--- config.mk ---
export PLATFORM = sky130hd
export DESIGN_NAME = y_dmux_pipe
export DESIGN_NICKNAME = d
export VERILOG_FILES = /design/src/rtl/y_pkg.sv /design/src/rtl/y_chan_reg.sv /design/src/rtl/y_dmux_pipe.sv
export SDC_FILE = /design/constraint.sdc
export NUM_CORES = 1
export LEC_CHECK = 0
export CORE_ASPECT_RATIO = 1.4
export CORE_MARGIN = 2
export CORE_UTILIZATION = 45
export CTS_BUF_LIST = sky130_fd_sc_hd__clkbuf_4
export CTS_CLUSTER_SIZE = 14
export DETAILED_ROUTE_END_ITERATION = 7
export PLACE_DENSITY = 0.81
export SETUP_SLACK_MARGIN = 0.1
export SLEW_MARGIN = 40
export SYNTH_ARGS = -nofsm -noshare
export SYNTH_HDL_FRONTEND = slang
export SYNTH_SLANG_ARGS = --single-unit
--- constraint.sdc ---
create_clock -name clk -period 5.4 [get_ports clk]
set_input_delay 0.81 -clock clk [delete_from_list [all_inputs] [get_ports clk]]
set_output_delay 0.81 -clock clk [all_outputs]
set_load 0.03 [all_outputs]
--- src/rtl/y_pkg.sv ---
// Shared constants for the y_dmux_pipe 1-to-4 demux.
// Channel count, counter width and select width live here.
package y_pkg;
   localparam int NCH   = 4;
   localparam int CNT_W = 8;
   localparam int SEL_W = 2;
endpackage

--- src/rtl/y_chan_reg.sv ---
// Single-channel 1-entry holding register with load/drain/valid.
// Optional accepted-word counter compiled in by Y_DMUX_CNT_EN.
module y_chan_reg
   import y_pkg::*;
#(
   parameter int W = 32
) (
   input  logic             clk,
   input  logic             rst,
   input  logic             load_i,
   input  logic [W-1:0]     data_i,
   input  logic             ready_i,
   output logic             able_o,
   output logic             valid_o,
   output logic [W-1:0]     data_o,
   output logic [CNT_W-1:0] cnt_o
);

   logic         valid_q, valid_d;
   logic [W-1:0] data_q, data_d;

   // Slot can take a word when empty or being drained this cycle.
   assign able_o  = ~valid_q | ready_i;
   assign valid_o = valid_q;
   assign data_o  = data_q;

   // Next state: a load wins over a drain; data only changes on load.
   always_comb begin
      valid_d = valid_q;
      data_d  = data_q;
      if (load_i) begin
         valid_d = 1'b1;
         data_d  = data_i;
      end else if (ready_i) begin
         valid_d = 1'b0;
      end
   end

   // Holding register state.
   always_ff @(posedge clk or posedge rst) begin
      if (rst) begin
         valid_q <= 1'b0;
         data_q  <= '0;
      end else begin
         valid_q <= valid_d;
         data_q  <= data_d;
      end
   end

`ifdef Y_DMUX_CNT_EN
   logic [CNT_W-1:0] cnt_q, cnt_d;

   // Count words loaded into this slot, wrapping naturally.
   always_comb begin
      cnt_d = cnt_q;
      if (load_i) cnt_d = cnt_q + 1'b1;
   end

   // Counter register.
   always_ff @(posedge clk or posedge rst) begin
      if (rst) cnt_q <= '0;
      else     cnt_q <= cnt_d;
   end

   assign cnt_o = cnt_q;
`else
   assign cnt_o = '0;
`endif

endmodule

--- src/rtl/y_dmux_pipe.sv ---
// 1-to-4 demux with per-channel 1-entry holding registers.
// Define Y_DMUX_CNT_EN to enable per-channel accepted-word counters.
module y_dmux_pipe
   import y_pkg::*;
#(
   parameter int W = 32
) (
   input  logic                 clk,
   input  logic                 rst,
   input  logic                 in_valid,
   output logic                 in_ready,
   input  logic [W-1:0]         in_data,
   input  logic [SEL_W-1:0]     in_sel,
   input  logic                 in_bcast,
   output logic [NCH-1:0]       out_valid,
   input  logic [NCH-1:0]       out_ready,
   output logic [NCH*W-1:0]     out_data,
   output logic [NCH*CNT_W-1:0] cnt
);

   logic [NCH-1:0] able;
   logic [NCH-1:0] load;
   logic           accept;

   // Broadcast needs every channel free so it is all-or-nothing.
   always_comb begin
      in_ready = able[in_sel];
      if (in_bcast) in_ready = &able;
   end

   assign accept = in_valid & in_ready;

   for (genvar k = 0; k < NCH; k++) begin : g_ch
      assign load[k] = accept &
                       (in_bcast | (in_sel == SEL_W'(k)));

      y_chan_reg #(.W(W)) u_chan (
         .clk     (clk),
         .rst     (rst),
         .load_i  (load[k]),
         .data_i  (in_data),
         .ready_i (out_ready[k]),
         .able_o  (able[k]),
         .valid_o (out_valid[k]),
         .data_o  (out_data[k*W +: W]),
         .cnt_o   (cnt[k*CNT_W +: CNT_W])
      );
   end

endmodule

Word level (Yosys, flattened, before mapping). Cells that the tools add are included.

Input bits: 42. Register bits after elaboration: 132.

Reductions and logical operators: 6. Multiplexer cells: 11. $lt $le $gt $ge: 1. Bitwise logic cells: 17. Equal/unequal tests: 3.

Operators by type and width (count): $mux 1 (10); $or 1x1->1 (8); $reduce_bool 2->1 (4); $and 1x1->1 (5); $eq 2x2->1 const B (2); $not 1->1 (4); $reduce_and 4->1 (1); $lt 2x3->1 const B (1); $bmux 1 s2 (1); $eq 2x1->1 const B (1); $logic_not 2->1 (1).

Longest topological paths before layout.
Depth after elaboration: 8. Depth in mapped cells: 5.

Hierarchy. A second synthesis with hierarchy kept.

Cell total of the unflattened synthesis: 340. Area total of the unflattened synthesis: 5905.7 um^2.

By module, submodules not included: y_chan_reg (area each 1446.4 um^2, seq. area each 825.8 um^2, cells each 81, instances 4); y_dmux_pipe (area each 120.1 um^2, seq. area each 0.0 um^2, cells each 16, instances 1).

Worst setup path before layout. OpenSTA, ideal clock, no wires.

Path type: input-to-output. From: input port in_bcast. To: output port in_ready. Setup slack: 2.624 ns. Buffers on the path: 0. Arrival: 1.966 ns. Cell stages on the path: 3. Required time: 4.590 ns. Cell sequence: o21ba_4 -> o221ai_4 -> nor3_1.

Word-level cells in the longest chain between the ends: 1.

RTL lines: start, declared (RTL line y_dmux_pipe.sv:14) `input logic in_bcast,`; $mux 1 (RTL line y_dmux_pipe.sv:28) `if (in_bcast) in_ready = &able;`; end, declared (RTL line y_dmux_pipe.sv:11) `output logic in_ready,`.

No other way between the ends.

Final worst setup path.
From: input port in_sel[0]. To: output port in_ready.

Word-level cells in the longest chain between the ends: 3.

RTL lines: start, declared (RTL line y_dmux_pipe.sv:13) `input logic [SEL_W-1:0] in_sel,`; $bmux 1 s2 (RTL line y_dmux_pipe.sv:27) `in_ready = able[in_sel];`; $mux 1 (not written as such) (RTL line y_dmux_pipe.sv:27); $mux 1 (RTL line y_dmux_pipe.sv:28).

No other way between the ends. The select of a mux whose other input is x is not followed.

==> flow_metrics.py <==
metrics = {
    "status": {
        "outcome": "complete, no violations",
    },
    "logic_synthesis": {
        "synthAdderAreaFrac": 0,
        "synth_top_family_by_area": "multiplexers",
        "syn_inst": 338,
        "ys_ff_latch": 132,
        "synthDistinctLibCells": 23,
        "synthSimpleGateAreaFrac": 0.01611,
        "seq_area_frac_synth": 0.5992,
        "syn_area_sq_um": 5513,
        "synthXorXnorAreaFrac": 0,
        "synth_mux_area_frac": 0.2696,
        "syn_avg_cell_area_sq_um": 16.31,
        "synth_compound_area_frac": 0.03677,
        "synth_warnings": 0,
    },
    "floorplan": {
        "start_util": 0.4641,
        "num_rows": 47,
        "die_h_microns": 135.0,
        "die_width_microns": 97.55,
        "coreArea_sq_um": 11880,
        "top_level_ports": 207,
        "die_area_sq_um": 13160,
    },
    "detailed_routing": {
        "viasPerCell": 4.917,
        "wl_met2_microns": 6308,
        "vias": 3363,
        "ant_nets": 0,
        "first_pass_iters": 4,
        "post-route-drc-count": 0,
        "wl_met1_microns": 4723,
        "first_iter_violations": 71,
        "wl_per_cell_microns": 17.87,
        "wl_met3_microns": 900,
        "top_layer": "met4",
        "finalWirelength_microns": 12230,
    },
    "cts": {
        "hold_buffers": 0,
        "htree_levels": 4,
        "clk_path_buf_depth": 2,
        "clk_pin_slew_worst_paths_ns": 0.12,
        "clock-sinks": 132,
        "worstSkewPairLatency_ns": 0.51,
        "cts_made_buffers": 17,
        "cts_setup_buffers": 0,
        "cts_tree": "built",
        "cts_resized": 0,
        "cts_root_buf": "clkbuf_4",
    },
    "timing": {
        "clock.fmax_mhz": 283.9,
        "setup_tns_ns": 0,
        "hold_viol_final": 0,
        "finalCritPeriodShare": 0.6524,
        "setup_ws_ns": 1.877,
        "finalSetupViolCount": 0,
        "max_slew_margin": 0.5231,
        "rsz0062_at_grt": "no",
        "fin_skew_ns": 0.02065,
        "worst_pin_slew_ns": 0.7153,
        "drv_slew": 0,
        "whs_ns": 0.4972,
        "period_needed_ns": 3.523,
    },
    "finish": {
        "drive_gt1_frac": 0.3246,
        "final_area_sq_um": 7537,
        "synthToLayoutAreaGrowth_pct": 36.72,
        "nets": 565,
        "fillers": 893,
    },
    "global_route": {
        "grt_use_total": 0.1920,
        "grt_pass1_wl_microns": 19720,
        "grt_pass1_vias": 3643,
        "overflow": 0,
        "antenna_found_initial": 1,
        "grt_max_degree": 81,
    },
    "flow_run": {
        "drv_cap": 0,
    },
    "place": {
        "place_area_sq_um": 7222,
        "portBuffers": 174,
        "hpwlAfterDp_microns": 8820,
        "place_congestion": 0.7953,
        "post-place-ws_ns": 1.879,
    },
    "worst_setup_path": {
        "r2r-end": "g_ch[1].u_chan.data_o[27]",
        "reg2reg_from": "g_ch[1].u_chan.valid_o",
        "regToRegSetupSlack_ns": 3.15,
        "start_kind": "primary input",
        "cp-end-kind": "output port",
        "critPathRequiredTime_ns": 4.59,
        "cp.arrival_ns": 2.71,
        "worst-r2r-cell-count": 5,
        "path_max_fanout": 5,
        "worst-setup-path-type": "in2out",
    },
    "min_path": {
        "min_to": "g_ch[0].u_chan.data_o[4]",
        "hold_depth": 1,
        "min_from": "g_ch[0].u_chan.data_o[4]",
        "hp-class": "reg2reg",
    },
    "power_and_ir_drop": {
        "power_leakage_nw": 3.195,
        "ir_drop_mv": 0.3275,
        "powerDensity_nw_per_um2": 568.7,
        "finalPower_mw": 4.286,
    },
}
layer usage:
metal / vias to the layer above / GRT usage
met4: 0 / 0.07793
li1: 1497 / -
met2: 154 / 0.3307
met1: 1689 / 0.2173
met5: - / 0
met3: 23 / 0.06936
cells in the mapped netlist:
cell type	n	area share
buf_6	12	0.025
or2b_4	1	0.0020
o21ba_4	1	0.0030
o221ai_4	1	0.0048
o211ai_4	1	0.0039
a21oi_1	2	0.0018
inv_1	5	0.0034
a221oi_4	3	0.014
nand2b_1	3	0.0034
nor3_1	1	0.00091
nand2_1	1	0.00068
mux2_1	7	0.014
nand4bb_1	1	0.0020
nand4_4	1	0.0039
dfrtp_1	132	0.60
conb_1	1	0.00068
mux2_2	109	0.22
buf_4	36	0.049
a21o_1	4	0.0054
clkinv_1	1	0.00068
a211oi_4	1	0.0036
mux2_4	12	0.033
nand2b_2	2	0.0032
through the flow:
stage | utilization | std cells
6_report | 0.6345 | 684
5_1_grt | 0.6345 | 684
4_1_cts | 0.6343 | 683
3_5_place_dp | 0.6080 | 651
3_3_place_gp | 0.6059 | 648
2_1_floorplan | - | 369
state kept, by name, indices dropped and copies added, names as in the netlist:
name,cells
g_ch.u_chan.valid_o,4
g_ch.u_chan.data_o,128
critical path, stage by stage:
cell	delay, ns
clkdlybuf4s50_1	0.57
o21ba_4	0.21
o221ai_4	0.19
nor3_1	0.23
clkdlybuf4s50_1	0.70
cells by family after synthesis:
family	Yosys count
compound gates	13
buf+inv	54
flops	132
mux	128
other cells	1
simple gates	10
placed cells by master (no fill, tap or decap), types with 4 or more instances in the layout:
master	n
a21o_1	4
buf_4	9
clkbuf_4	18
clkdlybuf4s50_1	174
clkinvlp_4	6
conb_1	32
dfrtp_1	132
inv_1	4
inv_6	4
mux2_1	7
mux2_2	109
mux2_4	12
worst max-delay path by stage:
stage / start / slack [ns] / depth (start not counted) / to
global placement: in_sel[1] / 1.88 / 6 / g_ch[2].u_chan.data_o[14]
finish: in_sel[0] / 1.88 / 5 / in_ready
floorplan: rst / 1.06 / 1 / g_ch[0].u_chan.data_o[0]
global route: in_sel[0] / 1.78 / 5 / in_ready
CTS: in_sel[0] / 1.87 / 5 / in_ready
detailed placement: in_sel[0] / 1.88 / 5 / in_ready
layout make-up:
cell class / instances / area, sq um / share of cell area
antenna: 1 / 2.502 / 0.0003320
clock buffer: 18 / 135.1 / 0.01793
clock inverter: 14 / 177.7 / 0.02357
inverter: 6 / 27.53 / 0.003652
multi-input combinational: 183 / 1898 / 0.2518
sequential: 132 / 3303 / 0.4382
tap: 147 / 183.9 / 0.02440
timing repair buffer: 183 / 1809 / 0.2400
report_power, final:
group | leakage (nW) | internal [mW] | switching [mW]
registers | 1.55 | 1.33 | 0.191
logic | 1.50 | 0.929 | 1.12
clock network | 0.150 | 0.332 | 0.380
Note: power is estimated with default switching activity, not from simulation.
